`src/rtl/muldiv_unit.sv`:
```
// Iterative MULT/MULTU/DIV/DIVU unit owning HI/LO. Each op is busy for WIDTH+1 cycles, then done pulses.
// Requests are not queued: start, MTHI and MTLO are taken only while idle.
module muldiv_unit #(
  parameter int WIDTH = 32,
  parameter int CNT_W = $clog2(WIDTH) + 1
) (
  input  logic             clk,
  input  logic             rst,
  input  logic             start,
  input  logic [1:0]       op,
  input  logic [WIDTH-1:0] a,
  input  logic [WIDTH-1:0] b,
  input  logic             hi_we,
  input  logic [WIDTH-1:0] hi_in,
  input  logic             lo_we,
  input  logic [WIDTH-1:0] lo_in,
  output logic             busy,
  output logic             done,
  output logic             div_zero,
  output logic [WIDTH-1:0] hi,
  output logic [WIDTH-1:0] lo
);

  localparam logic [CNT_W-1:0] LAST_ITER = CNT_W'(WIDTH - 1);

  typedef enum logic [1:0] {IDLE, CALC, FIX} state_t;

  typedef struct packed {
    logic is_div;
    logic neg_q;   // negate product (mult) or quotient (div)
    logic neg_r;   // remainder follows the dividend's sign
    logic b_zero;
  } ctx_t;

  state_t             state_q, state_d;
  logic [CNT_W-1:0]   cnt_q, cnt_d;
  logic [2*WIDTH-1:0] acc_q, acc_d;
  logic [WIDTH-1:0]   bmag_q, bmag_d;
  logic [WIDTH-1:0]   aorig_q, aorig_d;
  ctx_t               ctx_q, ctx_d;
  logic [WIDTH-1:0]   hi_q, hi_d;
  logic [WIDTH-1:0]   lo_q, lo_d;
  logic               done_q, done_d;
  logic               dz_q, dz_d;

  logic               a_neg, b_neg;
  logic [WIDTH-1:0]   a_mag, b_mag;
  logic [WIDTH:0]     mul_sum;
  logic [2*WIDTH-1:0] mul_next, div_next, prod;
  logic [WIDTH:0]     div_shift;
  logic [WIDTH-1:0]   div_sub;
  logic               div_ge;
  logic [WIDTH-1:0]   quot, rem;

  always_comb begin
    a_neg = op[0] & a[WIDTH-1];
    b_neg = op[0] & b[WIDTH-1];
    a_mag = a_neg ? -a : a;
    b_mag = b_neg ? -b : b;
  end

  // acc holds {partial product, multiplier} for mult and {remainder, dividend/quotient} for div
  always_comb begin
    mul_sum   = {1'b0, acc_q[2*WIDTH-1:WIDTH]} + (acc_q[0] ? {1'b0, bmag_q} : '0);
    mul_next  = {mul_sum, acc_q[WIDTH-1:1]};
    div_shift = acc_q[2*WIDTH-1:WIDTH-1];
    div_ge    = div_shift >= {1'b0, bmag_q};
    div_sub   = div_shift[WIDTH-1:0] - bmag_q;
    div_next  = div_ge ? {div_sub, acc_q[WIDTH-2:0], 1'b1}
                       : {div_shift[WIDTH-1:0], acc_q[WIDTH-2:0], 1'b0};
    prod      = ctx_q.neg_q ? -acc_q : acc_q;
    quot      = ctx_q.neg_q ? -acc_q[WIDTH-1:0] : acc_q[WIDTH-1:0];
    rem       = ctx_q.neg_r ? -acc_q[2*WIDTH-1:WIDTH] : acc_q[2*WIDTH-1:WIDTH];
  end

  always_comb begin
    state_d = state_q;
    cnt_d   = cnt_q;
    acc_d   = acc_q;
    bmag_d  = bmag_q;
    aorig_d = aorig_q;
    ctx_d   = ctx_q;
    hi_d    = hi_q;
    lo_d    = lo_q;
    done_d  = 1'b0;
    dz_d    = dz_q;
    case (state_q)
      IDLE: begin
        if (hi_we) hi_d = hi_in;
        if (lo_we) lo_d = lo_in;
        if (start) begin
          state_d      = CALC;
          cnt_d        = '0;
          acc_d        = {{WIDTH{1'b0}}, a_mag};
          bmag_d       = b_mag;
          aorig_d      = a;
          ctx_d.is_div = op[1];
          ctx_d.neg_q  = a_neg ^ b_neg;
          ctx_d.neg_r  = a_neg;
          ctx_d.b_zero = (b == '0);
          if (op[1]) dz_d = (b == '0);
        end
      end
      CALC: begin
        acc_d = ctx_q.is_div ? div_next : mul_next;
        if (cnt_q == LAST_ITER) begin
          state_d = FIX;
          cnt_d   = '0;
        end else begin
          cnt_d = cnt_q + CNT_W'(1);
        end
      end
      FIX: begin
        // Zero divisor yields all-ones quotient and the untouched dividend as remainder
        if (!ctx_q.is_div) begin
          {hi_d, lo_d} = prod;
        end else if (ctx_q.b_zero) begin
          hi_d = aorig_q;
          lo_d = '1;
        end else begin
          hi_d = rem;
          lo_d = quot;
        end
        done_d  = 1'b1;
        state_d = IDLE;
      end
      default: state_d = IDLE;
    endcase
  end

  always_ff @(posedge clk) begin
    if (rst) begin
      state_q <= IDLE;
      cnt_q   <= '0;
      acc_q   <= '0;
      bmag_q  <= '0;
      aorig_q <= '0;
      ctx_q   <= '0;
      hi_q    <= '0;
      lo_q    <= '0;
      done_q  <= 1'b0;
      dz_q    <= 1'b0;
    end else begin
      state_q <= state_d;
      cnt_q   <= cnt_d;
      acc_q   <= acc_d;
      bmag_q  <= bmag_d;
      aorig_q <= aorig_d;
      ctx_q   <= ctx_d;
      hi_q    <= hi_d;
      lo_q    <= lo_d;
      done_q  <= done_d;
      dz_q    <= dz_d;
    end
  end

  assign busy     = (state_q != IDLE);
  assign done     = done_q;
  assign div_zero = dz_q;
  assign hi       = hi_q;
  assign lo       = lo_q;

endmodule

```
`config.mk`:
```
export PLATFORM = sky130hd
export DESIGN_NAME = muldiv_unit
export DESIGN_NICKNAME = d
export VERILOG_FILES = /design/src/rtl/muldiv_unit.sv
export SDC_FILE = /design/constraint.sdc
export NUM_CORES = 1
export LEC_CHECK = 0
export ABC_AREA = 1
export BUFFER_PORTS_ARGS = -buffer_cell sky130_fd_sc_hd__buf_2
export CAP_MARGIN = 5
export CELL_PAD_IN_SITES_DETAIL_PLACEMENT = 1
export CELL_PAD_IN_SITES_GLOBAL_PLACEMENT = 2
export CORE_MARGIN = 2
export CORE_UTILIZATION = 34
export DETAILED_ROUTE_END_ITERATION = 6
export MAX_ROUTING_LAYER = met4
export PLACE_DENSITY_LB_ADDON = 0.1
export SLEW_MARGIN = 30
export SYNTH_ARGS = -nofsm -noshare
export SYNTH_HDL_FRONTEND = slang
export SYNTH_SLANG_ARGS = --single-unit
export TNS_END_PERCENT = 5
```
`constraint.sdc`:
```
create_clock -name clk -period 4.7 [get_ports clk]
set_input_delay 0.705 -clock clk [delete_from_list [all_inputs] [get_ports clk]]
set_output_delay 0.705 -clock clk [all_outputs]
set_load 0.01 [all_outputs]
```
======== Word level (Yosys, flattened, before mapping) ========
Index checks and enable logic that the tools add are counted.
Widths: inputs -> output; s select.
word-level totals
  bits in registers ....................... 206
  bits in latches ......................... 0
  RAM bits ................................ 0
  memory bits (read-only) ................. 0
  memories kept ........................... 0
operators by class
  add/subtract/negate cells ............... 8
  multipliers ............................. 0
  divide/modulo/power cells ............... 0
  $lt $le $gt $ge ......................... 1
  equal/unequal tests ..................... 7
  shifts and indexed selects .............. 0
  muxes and demuxes ....................... 25
  bitwise gates (word level) .............. 3
  reduce and logical (&&, ||, !) cells .... 11
operators with widths
  kind                 number
  $mux 32              11
  $mux 64              4
  $neg 32->32          4
  $pmux 32 s2          2
  $pmux 64 s2          1
  $neg 64->64          1
  $add 32x32->33       1
  $ge 33x32->1         1
  $logic_not 32->1     1
  $sub 32x32->32       1
  $mux 6               2
  $pmux 6 s2           1
  $reduce_and 2->1     5
  $ne 2x2->1 const B   4
  $add 6x1->6 const B  1
  $eq 6x5->1 const B   1
  $reduce_bool 2->1    3
  $mux 2               2
  $pmux 2 s2           1
  $reduce_and 3->1     1
  $and 1x1->1          2
  $eq 2x1->1 const B   1
  $eq 2x2->1 const B   1
  $logic_not 2->1      1
  other kinds (2)      2

======== Depth between registers and ports, before layout ========
  depth in word-level cells ............... 5
  mapped depth ............................ 19
  gate-level depth less buffers ........... 18

======== Worst setup path after synthesis ========
No wires, ideal clock.
  kind .................................... flip-flop to flip-flop
  start point ............................. register acc_q[0]
  end point ............................... register acc_q[62]
  arrival time ............................ 2.078 ns
  data required time ...................... 4.568 ns
  slack ................................... 2.490 ns
  cell stages (with the launch flop) ...... 20
  period minus slack after synthesis ...... 2.210 ns
  path through ............................ dfxtp_1 -> buf_6 -> clkbuf_1 -> nand2_1 -> inv_1 -> ha_1 -> nand2_1 -> inv_1 -> a21oi_1 -> nand2_1 -> nand2_1 -> nand2_1 -> nand2_1 -> nand2_1 -> nand2_1 -> nand3_1 -> nand2_1 -> inv_1 -> nand2_1 -> a21oi_1
between the ends
  word-level cells in the longest chain between the ends .. 4
ends and longest elaborated chain
  element                   RTL line  RTL
  start: declaration        37        logic [2*WIDTH-1:0] acc_q, acc_d;
  start signal: assignment  135       acc_q <= '0;
  start signal: assignment  146       acc_q <= acc_d;
  $mux 32                   64        mul_sum = {1'b0, acc_q[2*WIDTH-1:WIDTH]} + (acc_q[0] ? {1'b0, bmag_q} : '0);
  $add 32x32->33            64
  $mux 64                   105       acc_d = ctx_q.is_div ? div_next : mul_next;
  $pmux 64 s2               87        case (state_q)
No other way between the ends.
A chain may end at the register's enable or synchronous reset.

======== Worst setup path in the final report ========
  start point ............................. register acc_q[0]
  end point ............................... register acc_q[61]
The elaborated chain is that of the path after synthesis.

==> flow_summary.json <==
{
  "first_pass_iters": 6,
  "dieHeight_um": 242,
  "grt_pass1_wl_um": 148000,
  "synth_top_area_cell": "dfxtp_1",
  "run_status": "complete, no violations",
  "synth_top_area_share_pct": 21.4,
  "tightest_slew_ps": 979,
  "syn_area_um2": 19300,
  "drtIter0Drc": 2158,
  "syn-mean-instance-area_um2": 5.55,
  "power_density_nw_per_um2": 288,
  "synth_top_family_by_area": "simple AND/OR/NAND/NOR gates",
  "slew_headroom_pct": 34.7,
  "diodes": 0,
  "cts_sinks": 206,
  "nets": 3789,
  "clock_latency_ps": 590,
  "hold_path_class": "in -> reg",
  "clkTransAtPathRegs_ps": 60,
  "hpwl_um": 79900,
  "routedWlPerCell_um": 22.8,
  "dpl_worst_slack_ps": 1280,
  "synthAdderAreaFrac_pct": 4.69,
  "core_um2": 56200,
  "cpMostUsedCell": "nand2_1",
  "critPathMaxStageDelay_ps": 900,
  "async_flop_share_pct": 0,
  "clockBufferDepth": 3,
  "cap_viol_max_count": 0,
  "yosysWarnings": 0,
  "clockRootBuffer": "clkbuf_16",
  "num_rows": 87,
  "initial_core_util_pct": 34.3,
  "fin_skew_ps": 16.4,
  "grt_pass1_vias": 23258,
  "fin_tns_setup_ps": 0,
  "ys.flop_type": "dfxtp_1",
  "post_cts_buffers": 0,
  "end_kind": "flop",
  "synth_compound_area_share_pct": 19.5,
  "cp_max_fo": 19,
  "rrSetupSlack_ps": 1170,
  "io_pins": 202,
  "syn2layout_area_growth_pct": 12.9,
  "path_cells": "buf_4, nand2_1, inv_1, ha_1, inv_1, fa_1, inv_1, nand2_1, nand3_1, nand2_1, nand2_1, nand2_1, nand2_1, nand2_1, nand3_1, nand2_1, inv_1, nand2_1, a21oi_1",
  "synthMuxAreaShare_pct": 0,
  "ys_types": 53,
  "worst-endpoint-arrival_ps": 4040,
  "grt_max_degree": 78,
  "synthSimpleGateAreaFrac_pct": 39.8,
  "antenna_found_initial": 4,
  "drt-vias-per-instance": 5.53,
  "finalNonFillerCells": 4359,
  "ir_drop_mv": 0.264,
  "htree_num_levels": 1,
  "via_count": 24118,
  "wirelength_um": 99500,
  "critPathLaunchType": "flop",
  "ys_seq_elements": 206,
  "crit_required_ps": 5200,
  "synth.area.top_cells": "dfxtp_1, nand2_1, a21oi_1",
  "slew_violations": 0,
  "synth_xor_area_share_pct": 2.55,
  "dieArea_um2": 58600,
  "finalPower_uw": 6260,
  "grtUsageTotal_pct": 33.9,
  "crit_type": "reg -> reg",
  "gp_congestion": 0.996,
  "hold_viol_final": 0,
  "route.detailed.drc": 0,
  "slowest_stage": "dfxtp_1",
  "cts_buffers": 27,
  "setup_viol_count_final": 0,
  "port_buffers": 201,
  "synth_edf_count": 0,
  "timing.final.crit_share_pct": 75.2,
  "grt_setup_unrepaired": "no",
  "cts_resized": 0,
  "syn_nets": 3675,
  "fin_crit_ps": 3530,
  "final_layout_size_suffix_gt1_share_pct": 9.74,
  "place_inst": 4310,
  "leakagePower_uw": 0.0108,
  "overflow": 0,
  "worst_slack_ps": 1170,
  "synthesis.instances": 3469,
  "die_w_um": 242,
  "postCtsHoldBufs": 0,
  "cts_tree": "yes",
  "ys_seq_area_share_pct": 21.4,
  "timing.fmax_mhz": 283,
  "detail-route-antenna-nets": 0
}
kinds of logic after synthesis:
| family | Yosys count |
|---|---|
| adder cells (fa/ha/maj) | 71 |
| AND/OR/NAND/NOR | 1840 |
| buffers and inverters | 597 |
| flip-flops | 206 |
| XOR/XNOR | 56 |
| AO/OA/AOI/OAI | 699 |
per-layer routing:
metal,vias to the layer above,GRT usage [%],share of wire (%)
li1,11436,-,-
met1,11736,50.5,49
met2,863,47.7,41
met3,83,6.59,8.5
met4,0,5.05,1.5
met5,-,-,0
sequential cells by signal, summed over array words and instances, names as in the netlist:
register and cells:
state_q 2, acc_q 64, cnt_q 6, hi 32, lo 32, done 1
div_zero 1, aorig_q 32, bmag_q 32, ctx_q 4
metrics by stage:
step	util (%)	hold slack [ps]	area [um2]
after floorplan	-	430	19300
final	38.7	405	21800
after global placement	37.2	443	20900
after detailed placement	37.2	449	20900
after global routing	38.7	409	21800
after CTS	38.7	387	21700
synthesized netlist by cell type (21+ instances only):
| library cell | number |
|---|---|
| nand2_1 | 1011 |
| inv_1 | 437 |
| nor2_1 | 410 |
| a21oi_1 | 356 |
| nand3_1 | 292 |
| o21ai_0 | 228 |
| dfxtp_1 | 206 |
| clkbuf_1 | 102 |
| ha_1 | 69 |
| xor2_1 | 48 |
| nand4_1 | 34 |
| nor3_1 | 24 |
| o211ai_1 | 23 |
| buf_2 | 21 |
power by group:
| group | leakage (uW) | switching, uW | internal, uW |
|---|---|---|---|
| sequential | 0.00170 | 199 | 1870 |
| clock | 0.000432 | 892 | 1210 |
| combinational | 0.00863 | 1500 | 586 |
worst paths after layout:
| kind | start | end | cells past startpoint |
|---|---|---|---|
| max reg2reg | acc_q[0] | acc_q[61] | 19 |
| max | acc_q[0] | acc_q[61] | 19 |
| min reg2reg | lo[5] | lo[5] | 2 |
| min | b[0] | bmag_q[0] | 3 |
cells in the final DEF (no fill, tap or decap), drive strengths merged, types with 2 or more instances in the layout:
cell,n
xnor2,8
nor4,8
a21oi,359
a211oi,3
o221ai,15
o22ai,2
o21bai,14
a21o,6
nand3,298
nand2,1023
nand4,34
fa,2
o211ai,23
a31oi,17
bufinv,2
dfxtp,206
o31ai,6
xor2,48
a21boi,4
nor3,25
o21ai,244
nor2,434
ha,69
clkbuf,35
buf,234
or2,4
inv,446
nand3b,11
o21a,2
clkinv,13
a221oi,2
area by class of cell:
| cell class | count | area [um2] |
|---|---|---|
| Fill cell | 7900 | 34400 |
| Multi-Input combinational cell | 2666 | 12800 |
| Timing Repair Buffer | 234 | 1270 |
| Sequential cell | 206 | 4130 |
| Clock buffer | 35 | 726 |
| Tap cell | 756 | 946 |
| Clock inverter | 14 | 149 |
| Inverter | 448 | 1680 |
critical path: cells and delay by family, from the launching register on:
| family | cells | cell delay [ps] |
|---|---|---|
| flops | 1 | 900 |
| compound gates | 1 | 120 |
| fa+ha+maj | 2 | 620 |
| buf+inv | 5 | 800 |
| simple gates | 11 | 990 |
Note: power is estimated with default switching activity, not from simulation.
